<file path="config.mk">
export PLATFORM = sky130hd
export DESIGN_NAME = oro_mailbox_arbiter
export DESIGN_NICKNAME = d
export VERILOG_FILES = /design/src/rtl/oro_pkg.sv /design/src/rtl/oro_rr_pick.sv /design/src/rtl/oro_mailbox_arbiter.sv
export SDC_FILE = /design/constraint.sdc
export NUM_CORES = 1
export LEC_CHECK = 0
export BUFFER_PORTS_ARGS = -buffer_cell sky130_fd_sc_hd__buf_2
export CORE_AREA = 8 8 160 87
export DETAILED_ROUTE_END_ITERATION = 12
export DIE_AREA = 0 0 168 95
export GPL_TIMING_DRIVEN = 0
export PLACE_DENSITY = 0.75
export SLEW_MARGIN = 20
export SYNTH_ARGS = -nofsm -noshare
export SYNTH_HDL_FRONTEND = slang
export SYNTH_SLANG_ARGS = --single-unit
</file>
<file path="constraint.sdc">
create_clock -name clk -period 5.15 [get_ports clk]
set_input_delay 1.545 -clock clk [delete_from_list [all_inputs] [get_ports clk]]
set_output_delay 1.545 -clock clk [all_outputs]
set_load 0.02 [all_outputs]
</file>
<file path="src/rtl/oro_pkg.sv">
// oro_pkg: shared types and constants for the oroboro mailbox arbiter
package oro_pkg;
  typedef enum logic [1:0] {IDLE, ISSUE, WAIT, RESP} oro_state_e;
  localparam int ORO_DW = 32;
  localparam logic [ORO_DW-1:0] ORO_TO_DATA = 32'hDEAD_BEEF;
  typedef logic [ORO_DW-1:0] oro_word_t;
endpackage

</file>
<file path="src/rtl/oro_rr_pick.sv">
// oro_rr_pick: combinational round-robin selector, first request at or after ptr
module oro_rr_pick #(
  parameter int NREQ = 4
) (
  input  logic [NREQ-1:0] req,
  input  logic [2:0]      ptr,
  output logic            any,
  output logic [2:0]      idx
);
  logic [NREQ-1:0] rot;
  logic [2:0]      off;
  logic [3:0]      sum;
  assign rot = NREQ'({req, req} >> ptr);
  assign any = |req;
  assign sum = 4'(ptr) + 4'(off);
  assign idx = sum >= 4'(NREQ) ? 3'(sum - 4'(NREQ)) : sum[2:0];
  // lowest set bit of the rotated vector is the nearest requester after ptr
  always_comb begin
    off = '0;
    for (int i = NREQ - 1; i >= 0; i--) off = rot[i] ? 3'(i) : off;
  end
endmodule

</file>
<file path="src/rtl/oro_mailbox_arbiter.sv">
// oro_mailbox_arbiter: round-robin sharing of one VM mailbox channel with response timeout
module oro_mailbox_arbiter
  import oro_pkg::*;
#(
  parameter int             NREQ    = 4,
  parameter int             DW      = ORO_DW,
  parameter int             TIMEOUT = 1000,
  parameter logic [DW-1:0]  TO_DATA = DW'(ORO_TO_DATA)
) (
  input  logic               clk,
  input  logic               reset,
  input  logic [NREQ-1:0]    req_valid,
  input  logic [NREQ*DW-1:0] req_data,
  output logic [NREQ-1:0]    req_ready,
  output logic [NREQ-1:0]    rsp_valid,
  output logic [DW-1:0]      rsp_data,
  output logic               rsp_timeout,
  output logic               mb_req_valid,
  output logic [DW-1:0]      mb_req_data,
  output logic [2:0]         mb_req_id,
  input  logic               mb_req_ready,
  input  logic               mb_rsp_valid,
  input  logic [DW-1:0]      mb_rsp_data,
  output logic               mb_rsp_ready,
  output logic               busy,
  output logic [7:0]         stale_cnt
);
  localparam int TW = $clog2(TIMEOUT);
  oro_state_e    state_q, state_d;
  logic [2:0]    gnt_q, gnt_d, rr_q, rr_d, pick;
  logic [DW-1:0] req_q, req_d, rsp_q, rsp_d, sel_data;
  logic [TW-1:0] timer_q, timer_d;
  logic          to_q, to_d, any, accept, expired;
  logic [7:0]    stale_q, stale_d;
  oro_rr_pick #(.NREQ(NREQ)) u_pick (.req(req_valid), .ptr(rr_q), .any(any), .idx(pick));
  assign accept       = state_q == IDLE && any && !reset;
  assign expired      = timer_q == TW'(TIMEOUT - 1);
  assign req_ready    = accept ? NREQ'(1) << pick : '0;
  assign rsp_valid    = state_q == RESP ? NREQ'(1) << gnt_q : '0;
  assign rsp_data     = rsp_q;
  assign rsp_timeout  = state_q == RESP && to_q;
  assign mb_req_valid = state_q == ISSUE;
  assign mb_req_data  = req_q;
  assign mb_req_id    = gnt_q;
  assign mb_rsp_ready = !reset;
  assign busy         = state_q != IDLE;
  assign stale_cnt    = stale_q;
  // payload of the requester the selector is pointing at
  always_comb begin
    sel_data = '0;
    for (int k = 0; k < NREQ; k++) sel_data = pick == 3'(k) ? req_data[k*DW +: DW] : sel_data;
  end
  // transaction sequencing: grant, issue, wait with timeout, deliver
  always_comb begin
    state_d = state_q;
    gnt_d   = gnt_q;
    rr_d    = rr_q;
    req_d   = req_q;
    rsp_d   = rsp_q;
    timer_d = timer_q;
    to_d    = to_q;
    stale_d = mb_rsp_valid && state_q != WAIT && stale_q != 8'hFF ? stale_q + 8'd1 : stale_q;
    case (state_q)
      IDLE: if (any) begin
        state_d = ISSUE;
        gnt_d   = pick;
        req_d   = sel_data;
      end
      ISSUE: if (mb_req_ready) begin
        state_d = WAIT;
        timer_d = '0;
      end
      WAIT: begin
        timer_d = timer_q + TW'(1);
        state_d = mb_rsp_valid || expired ? RESP : WAIT;
        rsp_d   = mb_rsp_valid ? mb_rsp_data : expired ? TO_DATA : rsp_q;
        to_d    = !mb_rsp_valid && expired;
      end
      default: begin
        state_d = IDLE;
        rr_d    = gnt_q == 3'(NREQ - 1) ? 3'd0 : gnt_q + 3'd1;
      end
    endcase
  end
  // state registers with synchronous reset
  always_ff @(posedge clk) begin
    if (reset) begin
      state_q <= IDLE;
      gnt_q   <= '0;
      rr_q    <= '0;
      req_q   <= '0;
      rsp_q   <= '0;
      timer_q <= '0;
      to_q    <= 1'b0;
      stale_q <= '0;
    end else begin
      state_q <= state_d;
      gnt_q   <= gnt_d;
      rr_q    <= rr_d;
      req_q   <= req_d;
      rsp_q   <= rsp_d;
      timer_q <= timer_d;
      to_q    <= to_d;
      stale_q <= stale_d;
    end
  end
endmodule

</file>
### After elaboration in Yosys (flattened, before gate mapping)

Cells that the tools add are included.
W data, S select, Z words.

| word-level totals | value |
|---|---|
| flip-flop bits (word level) | 91 |
| output and inout bits | 87 |
| word-level logic and storage cells | 69 |
| input port bits | 168 |

| cells by class | value |
|---|---|
| $add $sub $neg | 5 |
| reduce and logical (&&, ||, !) cells | 20 |
| equality and inequality tests | 12 |
| shift operators | 3 |
| $lt $le $gt $ge | 1 |
| muxes and demuxes | 20 |

Operators by type and width:

| kind | count |
|---|---|
| $mux W32 | 6 |
| $pmux W10 S2 | 1 |
| $mux W3 | 5 |
| $add A10 B1 Y10 const B | 1 |
| $eq A10 B10 Y1 const B | 1 |
| $mux W10 | 1 |
| $eq A3 B2 Y1 const B | 3 |
| $add A8 B1 Y8 const B | 1 |
| $mux W4 | 2 |
| $ne A8 B8 Y1 const B | 1 |
| $reduce_and A2 Y1 | 4 |
| $shl A1 B3 Y4 const A | 2 |
| $shr A8 B3 Y4 | 1 |
| $logic_and A1 B1 Y1 | 6 |
| $mux W2 | 3 |
| $pmux W2 S3 | 1 |
| $reduce_bool A2 Y1 | 3 |
| $add A3 B3 Y4 | 1 |
| $eq A2 B2 Y1 const B | 2 |
| $ge A4 B3 Y1 const B | 1 |
| $ne A2 B2 Y1 const B | 2 |
| $reduce_or A4 Y1 | 1 |
| $add A3 B1 Y3 const B | 1 |
| $eq A3 B1 Y1 const B | 1 |
| other kinds (9) | 10 |

### Depth between registers and ports, before layout

Gate-level depths: netlist of run 1.

| depth | value |
|---|---|
| depth after elaboration | 13 |
| gate-level depth with buffers | 12 |
| mapped depth without buffers | 11 |

### Hierarchy

A second synthesis of run 1 with hierarchy kept.

| unflattened totals | value |
|---|---|
| cells, all modules | 425 |
| area total of the unflattened synthesis | 4523.1 um^2 |

By module, submodules not included:

| module | seq. area each (um^2) | times used | cells each | area each (um^2) |
|---|---|---|---|---|
| oro_mailbox_arbiter | 1821.7 | 1 | 402 | 4317.9 |
| oro_rr_pick | 0.0 | 1 | 23 | 205.2 |

### Worst setup path after synthesis of run 1

Ideal clock, no wire load.

| timing path | value |
|---|---|
| kind | input to output |
| from | in req_valid[3] |
| to | out req_ready[2] |
| stages on the path | 10 |
| arrival | 3913 ps |
| path slack | -308 ps |
| data required time | 3605 ps |
| buffers on the path | 2 |
| path through | mux2_2 -> o21ai_0 -> nand3_1 -> o21ai_0 -> ha_1 -> inv_1 -> fa_1 -> buf_2 -> clkbuf_1 -> nor4b_1 |

| between the ends | value |
|---|---|
| cells in the longest elaborated chain, start to end | 10 |
| elaborated cells between the ends (all ways) | 14 |
| classes of those cells | add/sub (2); order compare (1); shift (2); mux (6); reduce/logical (3) |

RTL lines:

| element | line | source |
|---|---|---|
| from (decl) | oro_mailbox_arbiter.sv:12 | `input logic [NREQ-1:0] req_valid,` |
| $shr A8 B3 Y4 | oro_rr_pick.sv:13 | `assign rot = NREQ'({req, req} >> ptr);` |
| $mux W2 | oro_rr_pick.sv:20 | `for (int i = NREQ - 1; i >= 0; i--) off = rot[i] ? 3'(i) : off;` |
| $mux W3 (3 in series) | oro_rr_pick.sv:20 |  |
| $add A3 B3 Y4 | oro_rr_pick.sv:15 | `assign sum = 4'(ptr) + 4'(off);` |
| $ge A4 B3 Y1 or $sub A3 B3 Y3 (tied branches) | oro_rr_pick.sv:16 | `assign idx = sum >= 4'(NREQ) ? 3'(sum - 4'(NREQ)) : sum[2:0];` |
| $mux W3 | oro_rr_pick.sv:16 |  |
| $shl A1 B3 Y4 | oro_mailbox_arbiter.sv:38 | `assign req_ready = accept ? NREQ'(1) << pick : '0;` |
| $mux W4 (*) | oro_mailbox_arbiter.sv:38 |  |
| to (decl) | oro_mailbox_arbiter.sv:14 | `output logic [NREQ-1:0] req_ready,` |

Every way passes the cells marked *; elsewhere a longest branch is shown, timed or not.

### Worst setup path after layout of run 1

| timing path | value |
|---|---|
| from | in req_valid[1] |
| to | out req_ready[2] |

The elaborated chain is that of the path after synthesis.

==> results of run 1 <==
## critical path: stages
cell and delay [ns]:
buf_2 0.13, mux2_2 0.29, nor2b_2 0.14, nor3_1 0.07, mux2_4 0.28, ha_4 0.22, a21o_1 0.21, a21oi_4 0.28
nor4b_4 0.25, buf_4 0.19
## metrics by stage
stage	instance area (um2)	util	total power, mW
6_report	6500	0.564	3.16
3_5_place_dp	5990	0.519	2.44
3_3_place_gp	5990	0.519	2.39
2_1_floorplan	4530	-	1.96
4_1_cts	6440	0.559	3.17
5_1_grt	6500	0.564	3.36
## power by group through the flow
stage               Clock [mW]  Sequential, mW  Combinational [mW]
floorplan                    0            1.17               0.788
global placement             0           0.982                1.40
detailed placement           0           0.995                1.44
CTS                      0.682           0.981                1.50
global route             0.713            1.00                1.64
finish                   0.666           0.982                1.51
## flip-flops by register name (all words and copies together) (netlist names)
name         flops
to_q             1
rsp_data        32
stale_cnt        8
mb_req_id        3
rr_q             3
mb_req_data     32
timer_q         10
state_q          2
## how the worst max path moves through the flow
stage,startpoint,endpoint,slack [ns],cells past startpoint
after floorplan,req_valid[3],req_ready[2],-0.02,7
after global placement,req_valid[2],req_ready[2],-0.48,9
after detailed placement,req_valid[2],req_ready[2],-0.58,9
after CTS,req_valid[2],req_ready[2],-0.05,12
after global routing,req_valid[1],req_ready[2],-0.03,10
final,req_valid[1],req_ready[2],0.002,10
## what timing repair did
| action | in CTS | in global routing |
|---|---|---|
| pin swaps | 6 | 4 |
| cloned | 0 | 0 |
| endpoints found under the setup margin | 4 | 4 |
| hold buffers | 0 | 0 |
| gates resized for setup | 29 | 9 |
| buffers inserted | 7 | 4 |
## placed cells by master, fill, tap and decap left out, types with 12 or more instances in the layout
cell type  Yosys  routed
a21oi_1       13      12
a22oi_1       42      42
buf_2          9     255
buf_4          1      13
clkbuf_1      18      17
dfxtp_1       91      91
inv_1         13      12
mux4_2        32      32
nor2_1        63      62
o221a_2       23      23
## area by class of cell
| type | instances | area share |
|---|---|---|
| multi-input combinational | 291 | 0.399 |
| sequential | 91 | 0.280 |
| timing repair buffer | 264 | 0.213 |
| clock buffer | 9 | 0.0346 |
| tap | 150 | 0.0289 |
| buffer | 30 | 0.0250 |
| clock inverter | 7 | 0.0117 |
| inverter | 13 | 0.00750 |
## cells in the mapped netlist (all sizes together) (8+ instances only)
| cell | count | area, um2 |
|---|---|---|
| ha | 13 | 163 |
| nand2b | 8 | 50.1 |
| mux4 | 32 | 721 |
| o21ai | 12 | 60.1 |
| clkbuf | 18 | 67.6 |
| nand3 | 8 | 40.0 |
| dfxtp | 91 | 1820 |
| a21oi | 13 | 65.1 |
| nand2 | 9 | 33.8 |
| o221a | 24 | 270 |
| a22oi | 42 | 315 |
| inv | 13 | 48.8 |
| nor2 | 63 | 236 |
| buf | 13 | 78.8 |
## cells by family after synthesis
logic type | Yosys count | synth area share
xor gates and xnor gates | 9 | 0.0174
AOI/OAI and AO/OA | 101 | 0.178
DFF | 91 | 0.403
muxes | 42 | 0.183
buffers and inverters | 44 | 0.0431
and+or+nand+nor | 125 | 0.136
adders and majority gates | 14 | 0.0404
## layer usage
layer | wire length [um] | share of wire
met5 | 8 | 0.00048
met4 | 159 | 0.0095
met3 | 1480 | 0.088
met2 | 7950 | 0.47
met1 | 7200 | 0.43
==> flow_summary.yaml, run 1 <==
status:
  run_status: "completed"
yosys:
  ys_seq_area_frac: 0.403
  ys.flop_type: "dfxtp_1"
  synth.avg_cell_area_um2: 10.6
  syn_nets: 608
  synth-edff-count: 0
  ys_ff_latch: 91
  yosysWarningCount: 0
  synthesis.area_um2: 4520
  syn_inst: 426
  yosys.cell_types.count: 45
  ys_async_sr_fraction: 0
placed_design:
  numPortBuffers: 253
  place_hpwl_um: 13700
  gp_congestion: 0.856
  place_inst: 829
  dp_slack_ns: -0.577
layout:
  register_area_um2: 1820
  drive_gt1_frac: 0.518
  multi_input_area_um2: 2600
  fill_cells: 1031
  syn2layout_area_growth_pct: 43.8
  antennaDiodeCount: 0
  layout.nets: 882
  finalNonFillerCells: 855
drt:
  firstDrtPassIters: 5
  post-route-drc-count: 0
  num_vias: 4597
  antenna_left: 0
  avgViaCountPerCell: 5.38
  routed_wl_um: 16800
  wl_per_cell_um: 19.6
  dr.first_iter.drc_count: 366
power_and_ir_drop:
  clockPowerShare: 0.211
  seq_power_share: 0.311
  peakVddDrop_uv: 221
  p_leak_nw: 3.02
  p_comb_frac: 0.478
  power_density_nw_per_um2: 485
  intPower_mw: 1.90
  switchingPower_mw: 1.26
  sw_frac_of_total: 0.398
min_path:
  hold_path.class: "reg -> reg"
  worstHoldStart: "timer_q[0]$_SDFFE_PP0P_"
  min_to: "timer_q[0]$_SDFFE_PP0P_"
  whs_path_depth: 2
cts:
  clk_latency_ns: 0.34
  cts_buffers: 9
  root_buffer: "clkbuf_16"
  htreeDepth: 3
  clockBufferDepth: 2
  clk_pin_slew_ns: 0.06
  cts_tree: "yes"
  clock-sinks: 91
timing:
  tightest_slew_ns: 0.763
  final_max_slew_viol_count: 0
  rsz0062_at_grt: "yes"
  timing.hold.ws_ns: 0.499
  fmax_ghz: 0.194
  final.setup.tns_ns: 0
  hold_viol: 0
  fin_crit_sh: 1.00
  fin_skew_ns: 0.00728
  setup_viol: 0
  worst_slack_ns: 0.00183
  max_slew_margin: 0.485
  post-route-min-period_ns: 5.15
global_route:
  grt.met2_usage: 0.335
  grt_first_pass_wirelength_um: 25900
  grt_pass1_vias: 4913
  antenna_found_initial: 1
  met3_usage: 0.0774
  busiest_layer: "met2"
  gr-total-overflow: 0
  grtUsageTotal: 0.202
  grt_util_met1: 0.248
  grt_max_degree: 17
flow_run:
  maxCapViolations: 0
setup_path:
  r2r_slack_ns: 1.65
  reg2reg_depth: 12
  rr_startpoint: "rr_q[0]$_SDFFE_PP0N_"
  crit_fanout: 6
  endpoint_kind: "primary output"
  cp.required_ns: 3.61
  crit_type: "in -> out"
  crit_arrival_ns: 3.60
  start_kind: "input port"
  reg2reg_to: "mb_req_data[10]$_SDFFE_PP0P_"
die:
  die_w_um: 168
  die_y_um: 95
  start_util: 0.393
  pin_count: 255
  coreArea_um2: 11500
  rows: 28
  dieArea_um2: 16000
Power figures use the tool's default switching activity.
==> inputs of run 2 (changes only) <==
--- a/config.mk
+++ b/config.mk
@@ -14,4 +14,5 @@
 export SLEW_MARGIN = 20
 export SYNTH_ARGS = -nofsm -noshare
 export SYNTH_HDL_FRONTEND = slang
+export SYNTH_HIERARCHICAL = 1
 export SYNTH_SLANG_ARGS = --single-unit
==> run 2 against run 1 <==
Combinational power down 11%. Via count down 0.67%. Critical endpoint unchanged. Area after synthesis about the same. Cell count down 0.82%. Worst setup slack better by 0.030 ns. Cell area down 0.71%. Global-route usage down 0.55 points. Utilization down 0.40 points. Synthesized cell count down 0.23%. Clock-buffer cell count up 1. Clock power up 17%. Critical path type unchanged. Total power down 1.7%.
==> flow_summary.yaml, run 2 <==
status:
  run_status: "completed"
layout:
  syn2layout_area_growth_pct: 42.8
  register_area_um2: 1820
  layout.nets: 874
  final_common_cell: "buf_2"
  fill_cells: 1006
  fin_area_um2: 6460
  finalNonFillerCells: 848
  multi_input_area_um2: 2590
  drive_gt1_frac: 0.506
  layout_common_cells: "254 x buf_2, 91 x dfxtp_1, 57 x nor2_1"
  fin_util: 0.560
placed_design:
  place_inst: 828
  gp_congestion: 0.891
  dpl_cell_area_um2: 5980
  place_hpwl_um: 13700
  numPortBuffers: 253
  dp_slack_ns: -0.282
die:
  rows: 28
  die_y_um: 95
  coreArea_um2: 11500
  die_w_um: 168
  pin_count: 255
  start_util: 0.392
  dieArea_um2: 16000
yosys:
  synthTopCellsByCount: "91 x dfxtp_1, 57 x nor2_1, 41 x a22oi_1"
  synth.avg_cell_area_um2: 10.6
  synth_most_common_cell: "dfxtp_1"
  syn_nets: 607
  ys_ff_latch: 91
  netlist.area_leader.share: 0.403
  ys.flop_type: "dfxtp_1"
  yosys.cell_types.count: 53
  ys_async_sr_fraction: 0
  syn_inst: 425
  ys_seq_area_frac: 0.403
  yosys-top-cells-area: "dfxtp_1 40%, mux4_2 16%, a22oi_1 6.8%"
  yosysWarningCount: 6
  synth-edff-count: 0
  synth_top_area_cell: "dfxtp_1"
  synthesis.area_um2: 4520
cts:
  clk_pin_slew_ns: 0.07
  clk_latency_ns: 0.34
  cts_buffers: 9
  root_buffer: "clkbuf_16"
  clockBufferDepth: 2
  cts_tree: "yes"
  clock-sinks: 91
  htreeDepth: 3
setup_path:
  cp.required_ns: 3.61
  critical-path-max-stage-delay_ns: 0.46
  crit_type: "in -> out"
  path_buf_inv: 5
  endpoint_kind: "primary output"
  crit_fanout: 10
  crit_arrival_ns: 3.57
  critPathTopFamily: "multiplexers"
  path_cells: "buf_6, mux2_4, nor3_4, mux2i_1, fa_1, inv_1, clkbuf_8, buf_8, and3b_1, buf_2"
  start_kind: "input port"
  slowest_stage: "fa_1"
power_and_ir_drop:
  intPower_mw: 1.94
  peakVddDrop_uv: 239
  p_comb_frac: 0.431
  power_density_nw_per_um2: 481
  total_power_mw: 3.10
  clockPowerShare: 0.251
  seq_power_share: 0.319
  p_leak_nw: 2.98
  switchingPower_mw: 1.17
  sw_frac_of_total: 0.376
timing:
  fin_crit_sh: 0.994
  post-route-min-period_ns: 5.12
  max_slew_margin: 0.547
  setup_viol: 0
  worst_slack_ns: 0.0317
  tightest_slew_ns: 0.679
  fmax_ghz: 0.195
  final_max_slew_viol_count: 0
  final.setup.tns_ns: 0
  timing.hold.ws_ns: 0.481
  fin_skew_ns: 0.00909
  hold_viol: 0
global_route:
  gr-total-overflow: 0
  grt_max_degree: 17
  grtUsageTotal: 0.196
  grt_pass1_vias: 4825
  grt_first_pass_wirelength_um: 25000
  antenna_found_initial: 2
drt:
  antenna_left: 0
  dr.first_iter.drc_count: 272
  firstDrtPassIters: 5
  post-route-drc-count: 0
  wl_per_cell_um: 19.5
  avgViaCountPerCell: 5.38
  num_vias: 4566
  routed_wl_um: 16600
min_path:
  hold_path.class: "reg -> reg"
flow_run:
  maxCapViolations: 0
==> run 2: cell types whose count changed in the layout (fill, tap and decap cells not counted), sizes merged, moves of 3 or more <==
cell	delta
and3	+3
nand2b	-3
nor2	-6
nand2	+6
o21ai	-5
and4b	-3
buf	-11
clkbuf	+3
==> run 2: per-layer routing <==
metal / GRT usage / vias to the layer above / wire length, um
met3: 0.0770 / 22 / 1450
li1: - / 2149 / -
met1: 0.228 / 2183 / 6900
met4: 0.0502 / 2 / 191
met2: 0.339 / 210 / 8010
met5: 0 / - / 13
==> run 2: path summary, 6_finish.rpt <==
kind	from	end	slack [ns]	cells past startpoint
max	req_valid[2]	req_ready[2]	0.03	10
min reg2reg	to_q$_SDFFE_PP0P_	to_q$_SDFFE_PP0P_	0.48	2
min	to_q$_SDFFE_PP0P_	to_q$_SDFFE_PP0P_	0.48	2
max reg2reg	rr_q[0]$_SDFFE_PP0N_	mb_req_data[13]$_SDFFE_PP0N_	1.53	11
==> run 2: power by group through the flow <==
stage	sequential (mW)	combinational (mW)	clock, mW
4_1_cts	0.985	1.34	0.796
5_1_grt	1.01	1.45	0.830
2_1_floorplan	1.18	0.693	0
6_report	0.989	1.34	0.778
3_3_place_gp	0.987	1.29	0
3_5_place_dp	0.998	1.32	0
==> run 2: cell families after synthesis <==
group | share of synthesized area
flops | 0.403
mux | 0.183
xor+xnor | 0.0174
fa+ha+maj | 0.0404
buf+inv | 0.0387
compound gates | 0.176
simple gates | 0.142
==> run 2: layout make-up <==
cell class,instances,area share
sequential,91,0.282
antenna,1,0.000387
clock buffer,10,0.0370
tap,150,0.0291
inverter,14,0.00814
multi-input combinational,291,0.400
buffer,29,0.0223
clock inverter,6,0.0184
timing repair buffer,256,0.202
==> run 2: what timing repair did <==
action | in CTS | in global routing
pin swaps | 3 | 4
setup endpoints to repair | 4 | 4
hold buffers | 0 | 0
setup buffers | 1 | 2
gates resized for setup | 12 | 8
==> run 2: worst reg2reg max path, cell delays in order, from the launching register on <==
cell and delay [ns]:
dfxtp_1 0.56, mux2_4 0.38, nor3_4 0.22, mux2i_1 0.31
fa_1 0.46, inv_1 0.07, clkbuf_8 0.13, buf_4 0.17
clkbuf_1 0.55, mux4_2 0.40, a22oi_1 0.18, nor2_1 0.06
